<file path="src/rtl/sync_fifo_ctrl_pkg.sv">
// ---------------------------------------------------------------------------
// sync_fifo_ctrl_pkg
//
// Constants and helpers shared by the single-clock FIFO controllers.
//   fifo_depth(addr_size) : number of memory words addressed by the FIFO
//   ptr_width(addr_size)  : width of a wrap-tagged pointer (address + tag bit)
//   fifo_status_t         : bundle of the four occupancy flags
// ---------------------------------------------------------------------------
package sync_fifo_ctrl_pkg;

  localparam int default_addr_size  = 4;
  localparam int default_word_width = 8;

  // Number of words in a FIFO with the given address width.
  function automatic int fifo_depth(input int addr_size);
    return 1 << addr_size;
  endfunction

  // Pointer width: one extra MSB distinguishes "full" from "empty" when the
  // address bits of the read and write pointers coincide.
  function automatic int ptr_width(input int addr_size);
    return addr_size + 1;
  endfunction

  typedef struct packed {
    logic full;
    logic empty;
    logic almost_full;
    logic almost_empty;
  } fifo_status_t;

endpackage : sync_fifo_ctrl_pkg

</file>
<file path="src/rtl/sync_fifo_ctrl_fifo_ptr.sv">
// ---------------------------------------------------------------------------
// fifo_ptr
//
// Binary pointer with wrap tag. The low bits address the memory, the MSB
// toggles each time the address wraps. Incrementing past the all-ones value
// rolls to zero naturally.
//
// Ports
//   clk    in   rising-edge clock
//   rst_n  in   asynchronous active-low reset, pointer returns to 0
//   inc    in   advance the pointer by one at the next rising edge
//   ptr    out  current pointer value (width bits, MSB = wrap tag)
// ---------------------------------------------------------------------------
module fifo_ptr #(
  parameter int width = 5
) (
  input  logic             clk,
  input  logic             rst_n,
  input  logic             inc,
  output logic [width-1:0] ptr
);

  localparam logic [width-1:0] one = {{(width-1){1'b0}}, 1'b1};

  logic [width-1:0] ptr_q;

  always_ff @(posedge clk or negedge rst_n) begin
    if (!rst_n) begin
      ptr_q <= '0;
    end else if (inc) begin
      ptr_q <= ptr_q + one;
    end
  end

  assign ptr = ptr_q;

endmodule : fifo_ptr

</file>
<file path="src/rtl/sync_fifo_ctrl.sv">
// ---------------------------------------------------------------------------
// sync_fifo_ctrl
//
// Single-clock FIFO controller for an external register-file memory with one
// synchronous write port and one asynchronous read port. Converts push/pop
// requests into memory write-enable and addresses, keeps wrap-tagged
// pointers, derives occupancy and status flags, and registers pop data.
//
// Ports
//   clk, rst_n        clock, asynchronous active-low reset
//   wr_en, wr_data    push request and data
//   rd_en             pop request
//   clr_err           clears the sticky overflow/underflow flags
//   mem_we            memory write enable (combinational)
//   mem_addr_w        memory write address (write pointer low bits)
//   mem_data_w        memory write data (wr_data passed straight through)
//   mem_addr_r        memory read address (read pointer low bits)
//   mem_data_r        memory asynchronous read data
//   rd_data, rd_valid registered pop data and its one-cycle valid pulse
//   full, empty, almost_full, almost_empty  occupancy flags
//   count             occupancy, 0 .. 2**addr_size
//   overflow, underflow  sticky error flags
//
// Request semantics: wr_en and rd_en are requests, and full / empty act as
// the inverted ready of each side. A request is accepted only when it is
// raised in a cycle where its ready holds (push while !full, pop while
// !empty), judged on the flags of that same cycle. A request made while not
// ready is dropped and recorded in the matching sticky error flag; the other
// side's request is still judged on its own.
// ---------------------------------------------------------------------------
module sync_fifo_ctrl
  import sync_fifo_ctrl_pkg::*;
#(
  parameter int addr_size  = default_addr_size,
  parameter int word_width = default_word_width,
  parameter int af_level   = (1 << addr_size) - 2,
  parameter int ae_level   = 2
) (
  input  logic                  clk,
  input  logic                  rst_n,
  input  logic                  wr_en,
  input  logic [word_width-1:0] wr_data,
  input  logic                  rd_en,
  input  logic                  clr_err,
  output logic                  mem_we,
  output logic [addr_size-1:0]  mem_addr_w,
  output logic [word_width-1:0] mem_data_w,
  output logic [addr_size-1:0]  mem_addr_r,
  input  logic [word_width-1:0] mem_data_r,
  output logic [word_width-1:0] rd_data,
  output logic                  rd_valid,
  output logic                  full,
  output logic                  empty,
  output logic                  almost_full,
  output logic                  almost_empty,
  output logic [addr_size:0]    count,
  output logic                  overflow,
  output logic                  underflow
);

  localparam int pw = ptr_width(addr_size);

  // Thresholds resized once to the count width so the comparisons below
  // are between equal-width unsigned values.
  localparam logic [pw-1:0] af_thresh = pw'(af_level);
  localparam logic [pw-1:0] ae_thresh = pw'(ae_level);

  logic [pw-1:0]         wr_ptr;
  logic [pw-1:0]         rd_ptr;
  logic [pw-1:0]         occupancy;
  fifo_status_t          status;
  logic                  push_ok;
  logic                  pop_ok;
  logic                  push_blocked;
  logic                  pop_blocked;
  logic [word_width-1:0] rd_data_q;
  logic                  rd_valid_q;
  logic                  overflow_q;
  logic                  underflow_q;

  // -------------------------------------------------------------------------
  // Pointers
  // -------------------------------------------------------------------------
  fifo_ptr #(.width(pw)) u_wr_ptr (
    .clk   (clk),
    .rst_n (rst_n),
    .inc   (push_ok),
    .ptr   (wr_ptr)
  );

  fifo_ptr #(.width(pw)) u_rd_ptr (
    .clk   (clk),
    .rst_n (rst_n),
    .inc   (pop_ok),
    .ptr   (rd_ptr)
  );

  // -------------------------------------------------------------------------
  // Occupancy and flags, derived purely from the registered pointers, so
  // they change the cycle after an accepted operation.
  // -------------------------------------------------------------------------
  // Modulo subtraction handles the wrap tag: the result is always 0..depth.
  assign occupancy = wr_ptr - rd_ptr;

  always_comb begin
    status              = '0;
    status.empty        = (wr_ptr == rd_ptr);
    // Same address, opposite wrap tag: writer is exactly one lap ahead.
    status.full         = (wr_ptr[addr_size-1:0] == rd_ptr[addr_size-1:0]) &&
                          (wr_ptr[addr_size] != rd_ptr[addr_size]);
    status.almost_full  = (occupancy >= af_thresh);
    status.almost_empty = (occupancy <= ae_thresh);
  end

  // -------------------------------------------------------------------------
  // Request acceptance
  // -------------------------------------------------------------------------
  always_comb begin
    push_ok      = wr_en && !status.full;
    pop_ok       = rd_en && !status.empty;
    push_blocked = wr_en && status.full;
    pop_blocked  = rd_en && status.empty;
  end

  // -------------------------------------------------------------------------
  // Read data register: captures the asynchronous memory output on a pop,
  // holds its value otherwise.
  // -------------------------------------------------------------------------
  always_ff @(posedge clk or negedge rst_n) begin
    if (!rst_n) begin
      rd_data_q  <= '0;
      rd_valid_q <= 1'b0;
    end else begin
      rd_valid_q <= pop_ok;
      if (pop_ok) begin
        rd_data_q <= mem_data_r;
      end
    end
  end

  // -------------------------------------------------------------------------
  // Sticky error flags. A new error in the same cycle as clr_err wins, so
  // the set term is checked before the clear term.
  // -------------------------------------------------------------------------
  always_ff @(posedge clk or negedge rst_n) begin
    if (!rst_n) begin
      overflow_q  <= 1'b0;
      underflow_q <= 1'b0;
    end else begin
      if (push_blocked) begin
        overflow_q <= 1'b1;
      end else if (clr_err) begin
        overflow_q <= 1'b0;
      end

      if (pop_blocked) begin
        underflow_q <= 1'b1;
      end else if (clr_err) begin
        underflow_q <= 1'b0;
      end
    end
  end

  // -------------------------------------------------------------------------
  // Outputs
  // -------------------------------------------------------------------------
  assign mem_we       = push_ok;
  assign mem_addr_w   = wr_ptr[addr_size-1:0];
  assign mem_data_w   = wr_data;
  assign mem_addr_r   = rd_ptr[addr_size-1:0];

  assign rd_data      = rd_data_q;
  assign rd_valid     = rd_valid_q;
  assign full         = status.full;
  assign empty        = status.empty;
  assign almost_full  = status.almost_full;
  assign almost_empty = status.almost_empty;
  assign count        = occupancy;
  assign overflow     = overflow_q;
  assign underflow    = underflow_q;

endmodule : sync_fifo_ctrl

</file>
<file path="config.mk">
export PLATFORM = sky130hd
export DESIGN_NAME = sync_fifo_ctrl
export DESIGN_NICKNAME = d
export VERILOG_FILES = /design/src/rtl/sync_fifo_ctrl_pkg.sv /design/src/rtl/sync_fifo_ctrl_fifo_ptr.sv /design/src/rtl/sync_fifo_ctrl.sv
export SDC_FILE = /design/constraint.sdc
export NUM_CORES = 1
export LEC_CHECK = 0
export BUFFER_PORTS_ARGS = -buffer_cell sky130_fd_sc_hd__buf_2
export CORE_ASPECT_RATIO = 1.5
export CORE_UTILIZATION = 40
export CTS_CLUSTER_DIAMETER = 120
export DETAILED_ROUTE_END_ITERATION = 7
export PLACE_DENSITY = 0.72
export SLEW_MARGIN = 20
export SYNTH_ARGS = -nofsm -noshare
export SYNTH_HDL_FRONTEND = slang
export SYNTH_SLANG_ARGS = --single-unit
</file>
<file path="constraint.sdc">
create_clock -name clk -period 4.3 [get_ports clk]
set_clock_uncertainty 0.05 [all_clocks]
set_input_delay 1.075 -clock clk [delete_from_list [all_inputs] [get_ports clk]]
set_output_delay 1.075 -clock clk [all_outputs]
set_load 0.05 [all_outputs]
</file>
Yosys cells after proc, flatten, opt, wreduce, memory -nomap -nowiden --
Cells that the tools add are included.
Word-level totals: logic and storage cells 26, output and inout bits 37, register bits after elaboration 21
Cells by class: reductions and logical operators 9, eq/ne operators 3, magnitude comparators 2, $add $sub $neg 3, multiplexer cells 3
Operators by type and width (count):
- 5-bit by 1-bit adder with 5-bit output, second input constant | 2
- 5-bit equality test | 1
- 5-bit by 4-bit greater-or-equal comparator with 1-bit output, second input constant | 1
- 5-bit by 2-bit <= comparator with 1-bit output, second input constant | 1
- 1-bit logical AND | 5
- 5-bit subtractor | 1
- 4-bit equality test | 1
- 2-bit nonzero test | 2
- 1-bit 2-to-1 mux | 3
- 1-bit logical NOT | 2
- 1-bit != test | 1

Longest topological paths before layout --
Gate-level depths: netlist of the first run.
depth in word-level cells 4, mapped depth 7, mapped depth without buffers 7

By module --
Synthesis of the first run repeated with hierarchy kept, for this count alone.
Unflattened totals: cells, all modules 91, area, all modules 1102.3 µm²
Modules (own cells, without submodules):
- sync_fifo_ctrl | cells an instance 63, sequential area each 275.3 µm², instances 1, area an instance 701.9 µm²
- fifo_ptr | cells an instance 14, sequential area each 125.1 µm², instances 2, area an instance 200.2 µm²

Least setup slack after synthesis of the first run --
No wires, ideal clock.
path kind reg2out, start point register u_wr_ptr.ptr_q[0] (netlist: u_wr_ptr.ptr[0]), end point output port almost_full, data arrival time 3.247 ns, setup slack -0.072 ns, stages on the path, launching flop included 8, cells stage by stage dfrtp_1 > inv_1 > ha_1 > inv_1 > fa_1 > xor2_1 > nand2_1 > o32ai_1
Between the ends: longest elaborated chain between the ends 2
Ends and longest elaborated chain:
- from (decl) | line sync_fifo_ctrl_fifo_ptr.sv:25 | logic [width-1:0] ptr_q;
- from (signal assigned) | line sync_fifo_ctrl_fifo_ptr.sv:31 | ptr_q <= ptr_q + one;
- 5-bit subtractor | line sync_fifo_ctrl.sv:103 | assign occupancy = wr_ptr - rd_ptr;
- via count[2] | line sync_fifo_ctrl.sv:56 | output logic [addr_size:0] count,
- 5-bit by 4-bit greater-or-equal comparator with 1-bit output | line sync_fifo_ctrl.sv:111 | status.almost_full = (occupancy >= af_thresh);
- to (decl) | line sync_fifo_ctrl.sv:54 | output logic almost_full,
The timed path passes the listed nets, and every way through them passes these cells.

Worst setup path in the final report of the first run --
start point register u_wr_ptr.ptr_q[0] (netlist: u_wr_ptr.ptr[0]), end point output port almost_full
Between the ends: longest elaborated chain between the ends 2
Ends and longest elaborated chain (line):
- 5-bit subtractor | sync_fifo_ctrl.sv:103
- 5-bit by 4-bit greater-or-equal comparator with 1-bit output | sync_fifo_ctrl.sv:111
Every way passes these cells.

==> summary.md, run 1 <==
| Metric | Value |
|---|---|
| Post-route ant nets | 0 |
| Fraction of layout cells with a size suffix above 1 | 0.448 |
| Max Freq | 0.299 GHz |
| First-pass GRT wire length | approximately 3.9 mm |
| CP most frequent cell | inv_1 |
| Post-synthesis cell area | 0.00124 mm² |
| PortBufs | a little over 40 |
| Initial Util | 0.423 |
| Iter 0 DRT Violations | 16 |
| Max_cap viols | 0 |
| Rel. slew slack | 0.524 |
| Row Count | 24 |
| Arrival time worst endpoint | roughly 2200 ps |
| Status | finished clean |
| CTS hold repair buffers | 0 |
| CP Cell Sequence | inv_1 > ha_1 > inv_1 > fa_1 > xor2_1 > nand2_1 > o32ai_2 > buf_2 |
| CTS tree | yes |
| Root Buffer | clkbuf_8 |
| Worst path bufs/invs | 3 |
| Register area share after synthesis | 0.423 |
| Clock latency on the worst-skew pair | between 200 and 300 ps |
| I/O pin cnt | just under 60 |
| Final WL | between 2 and 2.5 mm |
| Pins Over Slew Limit | 0 |
| Final hold vios | 0 |
| Req. time, crit path | about 3200 ps |
| Max incr delay on CP | 420 ps |
| Antenna violations before repair | 0 |
| Final setup violating endpoints | 0 |
| Routed vias/inst | between 5 and 6 |
| Die height | 70.3 µm |
| Clock sink count | 21 |
| DRC Markers | 0 |
| Crit Path Max Fanout | 5 |
| Core area | roughly 0.0029 mm² |
| Synth Flop Type | dfrtp_1 |
| Grt ovf | 0 |
| Worst Path Class, Setup | flip-flop to output pin |
| Synth area leaders | dfrtp_1 (42%), buf_4 (9.7%), mux2_4 (9.7%), xnor2_1 (6.3%), ha_1 (6.0%) |
| Antenna Cells | 0 |
| Final min period | 3340 ps |
| Die area | between 0.003 and 0.004 mm² |
| Slowest cell on crit path | dfrtp_1 |
| Synthesized flop and latch total | 21 |
| Vias in the first global route | ~930 |
| CP Launch Type | flip-flop |
| Yosys top cell area share | 0.423 |
| Seq. cell area | approximately 530 µm² |
| Worst-Margin Slew | between 700 and 800 ps |
| Post-cts sizing count | 0 |
| Post-CTS Setup Inserts | 0 |
| Ys async rst share | 1.00 |
| Worst R2R Setup Slack | roughly 1900 ps |
| WL/cell | between 10 and 15 µm |
| Tcrit/Tclk final | 0.777 |
| TritonCTS buffer count | 3 |
| Syn. warnings | 0 |
| Max Root-Sink Buffers | 2 |
| Pin count of the biggest net entering global routing | 22 |
| Area Overhead vs Synth | 14.1% |
| Synth cell types | 29 |
| Setup TNS Final | 0 ps |
| First-pass DRT Iterations | 4 |
| Hpwl dp | 1.86 mm |
| Area leader, netlist | dfrtp_1 |
| Fillers | approximately 300 |
| Crit-path leading delay family | adder cells |
| Via Count | 872 |
| Syn avg cell area | 11.7 µm² |
| Multi-input logic area | approximately 560 µm² |
| Synthesized instance count | 106 |
| Clk slew on worst S/H paths | around 70 ps |
| Die width | 47.5 µm |
| GPL Wtd Cong | 0.815 |
| Tot GR Track Use | 0.158 |
| Critical Path Sink Type | output pin |
| Post-synth EDFFs | 0 |
| Post-Syn Nets | 134 |
| HP Class | flip-flop to flip-flop |
| RSZ-0062 raised after global routing | no |
| CTS HTree Levels | 1 |
| Nets | about 160 |
[state kept, by name, summed over array words and instances, names as in the netlist]
signal	count
overflow	1
rd_data	8
rd_valid	1
u_rd_ptr.ptr	5
u_wr_ptr.ptr	5
underflow	1
[kinds of logic (layout without fill, tap and decap cells)]
| family | after synthesis | in the layout | share of synthesized area |
|---|---|---|---|
| buffers and inverters | 26 | 54 | 0.133 |
| DFF | 21 | 21 | 0.423 |
| AOI/OAI and AO/OA | 17 | 17 | 0.102 |
| and+or+nand+nor | 14 | 14 | 0.0684 |
| xor gates and xnor gates | 11 | 11 | 0.0835 |
| muxes | 10 | 10 | 0.115 |
| adders and majority gates | 7 | 7 | 0.0765 |
[cell type report]
type	instances	area share
sequential	21	0.370
tap	39	0.0344
timing repair buffer	41	0.145
multi-input combinational	59	0.395
inverter	9	0.0238
clock buffer	4	0.0317
[cells in the mapped netlist (all sizes together), types with 3 or more instances]
cell	number
xnor2	9
ha	6
a21oi	4
inv	9
dfrtp	21
nor2	4
buf	17
and3	3
o211ai	4
mux2	10
[per-stage QoR]
step	setup WS (ps)	instances	util	hold WS, ps	cell area [µm²]
2_1_floorplan	392	106	-	431	1250
3_3_place_gp	1330	169	0.467	434	1370
3_5_place_dp	1230	169	0.467	436	1370
4_1_cts	950	173	0.482	465	1420
5_1_grt	827	173	0.482	478	1420
6_report	958	173	0.482	465	1420
[final timing paths]
check                                 from  depth (start not counted)     endpoint
setup / recovery           u_wr_ptr.ptr[0]                          8  almost_full
hold / removal                  rd_data[6]                          1   rd_data[6]
setup reg to reg           u_rd_ptr.ptr[2]                          5   rd_data[7]
hold reg to reg                 rd_data[6]                          1   rd_data[6]
max in group asynchronous            rst_n                          1   rd_data[7]
min in group asynchronous            rst_n                          1   rd_data[2]
[layout by cell type, fill, tap and decap left out]
| cell | n |
|---|---|
| o21ai_2 | 1 |
| o21ai_1 | 1 |
| o2111ai_1 | 2 |
| o32ai_2 | 1 |
| mux2_2 | 2 |
| a21boi_0 | 1 |
| dfrtp_1 | 21 |
| nand3_1 | 1 |
| and3_1 | 2 |
| nor2_1 | 4 |
| clkbuf_1 | 1 |
| clkbuf_8 | 3 |
| and2_1 | 2 |
| ha_1 | 6 |
| buf_2 | 41 |
| and3b_1 | 1 |
| o221a_2 | 1 |
| fa_1 | 1 |
| xnor2_1 | 9 |
| o211ai_1 | 4 |
| a22o_1 | 2 |
| inv_1 | 9 |
| mux2_4 | 8 |
| xor2_2 | 1 |
| nand4_2 | 1 |
| a21oi_1 | 4 |
| nand2_1 | 1 |
| xor2_1 | 1 |
| and3_2 | 1 |
| nand3b_1 | 1 |
[layer usage]
metal  track usage  routed length [µm]  up-vias
met5             0                   0        -
met4        0.0432                  22        0
met3        0.0388                 124        2
met2         0.272                1270       35
met1         0.183                 944      428
li1              -                   -      407
Power of run 1 is not shown: default switching activity piles up to over one toggle a cycle in this logic, so the estimate is an artifact.
==> run 2, diff against run 1 <==
==> constraint.sdc (replaced) <==
create_clock -name clk -period 3.1 [get_ports clk]
set_clock_uncertainty 0.05 [all_clocks]
set_input_delay 0.775 -clock clk [delete_from_list [all_inputs] [get_ports clk]]
set_output_delay 0.775 -clock clk [all_outputs]
set_load 0.05 [all_outputs]
==> summary.md, run 2 (synthesis results as in run 1) <==
| Metric | Value |
|---|---|
| Status | finished clean (unchanged) |
| Clock latency on the worst-skew pair | 260 ps (was 250 ps) |
| Hpwl dp | 1.71 mm (was 1.86 mm) |
| Die height | 70.3 µm (unchanged) |
| Post-route ant nets | 0 (unchanged) |
| Req. time, crit path | 2270 ps (was 3170 ps) |
| Die area | 0.00334 mm² (unchanged) |
| Final setup violating endpoints | 0 (unchanged) |
| CTS HTree Levels | 1 (unchanged) |
| Setup TNS Final | 0 ps (unchanged) |
| PortBufs | 41 (unchanged) |
| First-pass GRT wire length | 3.83 mm (was 3.87 mm) |
| Final min period | 2960 ps |
| Post-CTS Setup Inserts | 0 (unchanged) |
| Nets | 164 (was 163) |
| Arrival time worst endpoint | 2140 ps (was 2220 ps) |
| Clock sink count | 21 (unchanged) |
| TritonCTS buffer count | 3 (unchanged) |
| Grt ovf | 0 (unchanged) |
| CTS tree | yes (unchanged) |
| Die width | 47.5 µm (unchanged) |
| Antenna Cells | 0 (unchanged) |
| Pins Over Slew Limit | 0 (unchanged) |
| Tcrit/Tclk final | 0.955 |
| Tot GR Track Use | 0.158 (about the same) |
| Via Count | 856 (was 872) |
| Area Overhead vs Synth | 18.9% (was 14.1%) |
| Reg2reg end | rd_data[7] (unchanged) |
| Row Count | 24 (unchanged) |
| Core area | 0.00294 mm² (unchanged) |
| Crit Path Max Fanout | 5 (unchanged) |
| Final hold vios | 0 (unchanged) |
| Routed vias/inst | 4.92 (was 5.04) |
| R2r worst-path depth | 6 (was 5) |
| Final WL | 2.23 mm (was 2.36 mm) |
| Reg-to-reg startpoint | u_rd_ptr.ptr[2] (unchanged) |
| DP Cell Count | 170 (was 169) |
| Fraction of layout cells with a size suffix above 1 | 0.504 (was 0.448) |
| RSZ-0062 raised after global routing | no (unchanged) |
| Antenna violations before repair | 0 (unchanged) |
| HP Class | primary input to asynchronous set/reset pin (was flip-flop to flip-flop) |
| Max reg flops | 8 (unchanged) |
| Max Root-Sink Buffers | 2 (unchanged) |
| Worst-Margin Slew | 472 ps (was 713 ps) |
| Max_cap viols | 0 (unchanged) |
| Pin count of the biggest net entering global routing | 22 (unchanged) |
| Root Buffer | clkbuf_8 (unchanged) |
| Vias in the first global route | 905 (was 926) |
| GPL Wtd Cong | 0.784 (was 0.815) |
| Iter 0 DRT Violations | 10 (was 16) |
| Commonest non-fill, non-tap cell in the layout | buf_2 (unchanged) |
| Placement Setup Slack | 175 ps (was 1230 ps) |
| WL/cell | 12.8 µm (was 13.7 µm) |
| Initial Util | 0.423 (unchanged) |
| Worst R2R Setup Slack | 900 ps (was 1890 ps) |
| Max Freq | 0.338 GHz |
| I/O pin cnt | 58 (unchanged) |
| Fin worst setup slack | 138 ps (was 958 ps) |
| Clk slew on worst S/H paths | 80 ps (was 70 ps) |
| Post-Layout Cell Count | 174 (was 173) |
| CP Launch Type | flip-flop (unchanged) |
| Commonest non-fill, non-tap cells in the layout | buf_2 (39), dfrtp_1 (20), inv_1 (9), xnor2_1 (9), mux2_4 (8) (was buf_2 (41), dfrtp_1 (21), inv_1 (9), xnor2_1 (9), mux2_4 (8)) |
| Critical Path Sink Type | output pin (unchanged) |
| First-pass DRT Iterations | 2 (was 4) |
| Rel. slew slack | 0.685 (was 0.524) |
| Worst Path Class, Setup | flip-flop to output pin (unchanged) |
| DRC Markers | 0 (unchanged) |
run 2: cell types whose count changed in the layout (fill, tap and decap cells not counted), sizes merged:
cell,change
buf,+1
clkbuf,-1
clkinv,+1
run 2: worst max-delay path by stage:
stage / start / endpoint / slack [ps]
2_1_floorplan: u_wr_ptr.ptr[0] / almost_full / 80
3_3_place_gp: u_wr_ptr.ptr[0] / almost_empty / 300
3_5_place_dp: u_wr_ptr.ptr[0] / almost_empty / 180
4_1_cts: u_rd_ptr.ptr[2] / almost_empty / 20
5_1_grt: u_rd_ptr.ptr[2] / almost_empty / 5
6_report: u_wr_ptr.ptr[0] / almost_full / 140
run 2: cell type report:
| type | instances | area, µm² |
|---|---|---|
| clock inverters | 1 | 5.00 |
| well taps | 39 | 48.8 |
| fillers | 303 | 1460 |
| inverters | 9 | 33.8 |
| repair buffers | 42 | 218 |
| multi-input cells | 59 | 606 |
| flip-flops and latches | 21 | 527 |
| clock buffers | 3 | 41.3 |
run 2: routing by layer:
layer,wire length (µm),share of wire,GRT usage
met1,915,0.41,0.189
met2,1120,0.50,0.257
met3,119,0.053,0.0258
met4,68,0.031,0.0833
met5,0,0,0
run 2: repair_timing:
| item | 4_1_cts | 5_1_grt |
|---|---|---|
| resized for setup | 4 | 4 |
| cloned | 0 | 0 |
| hold buffers | 0 | 0 |
| endpoints found under the hold margin | 0 | 0 |
| endpoints found under the setup margin | 2 | 4 |
run 2: worst max-delay path: stages (launching register included):
cell,delay [ps]
dfrtp_2,440
inv_1,70
ha_1,160
inv_1,60
fa_2,400
xor2_4,200
nand2_1,100
o32ai_4,210
buf_4,230
run 2: stage by stage:
step                 util  hold slack [ps]  area [µm²]
floorplan               -              429        1280
global placement    0.480              435        1410
detailed placement  0.480              441        1410
CTS                 0.499              416        1470
global route        0.503              439        1480
finish              0.503              407        1480
Power of run 2 is left out for the same reason.
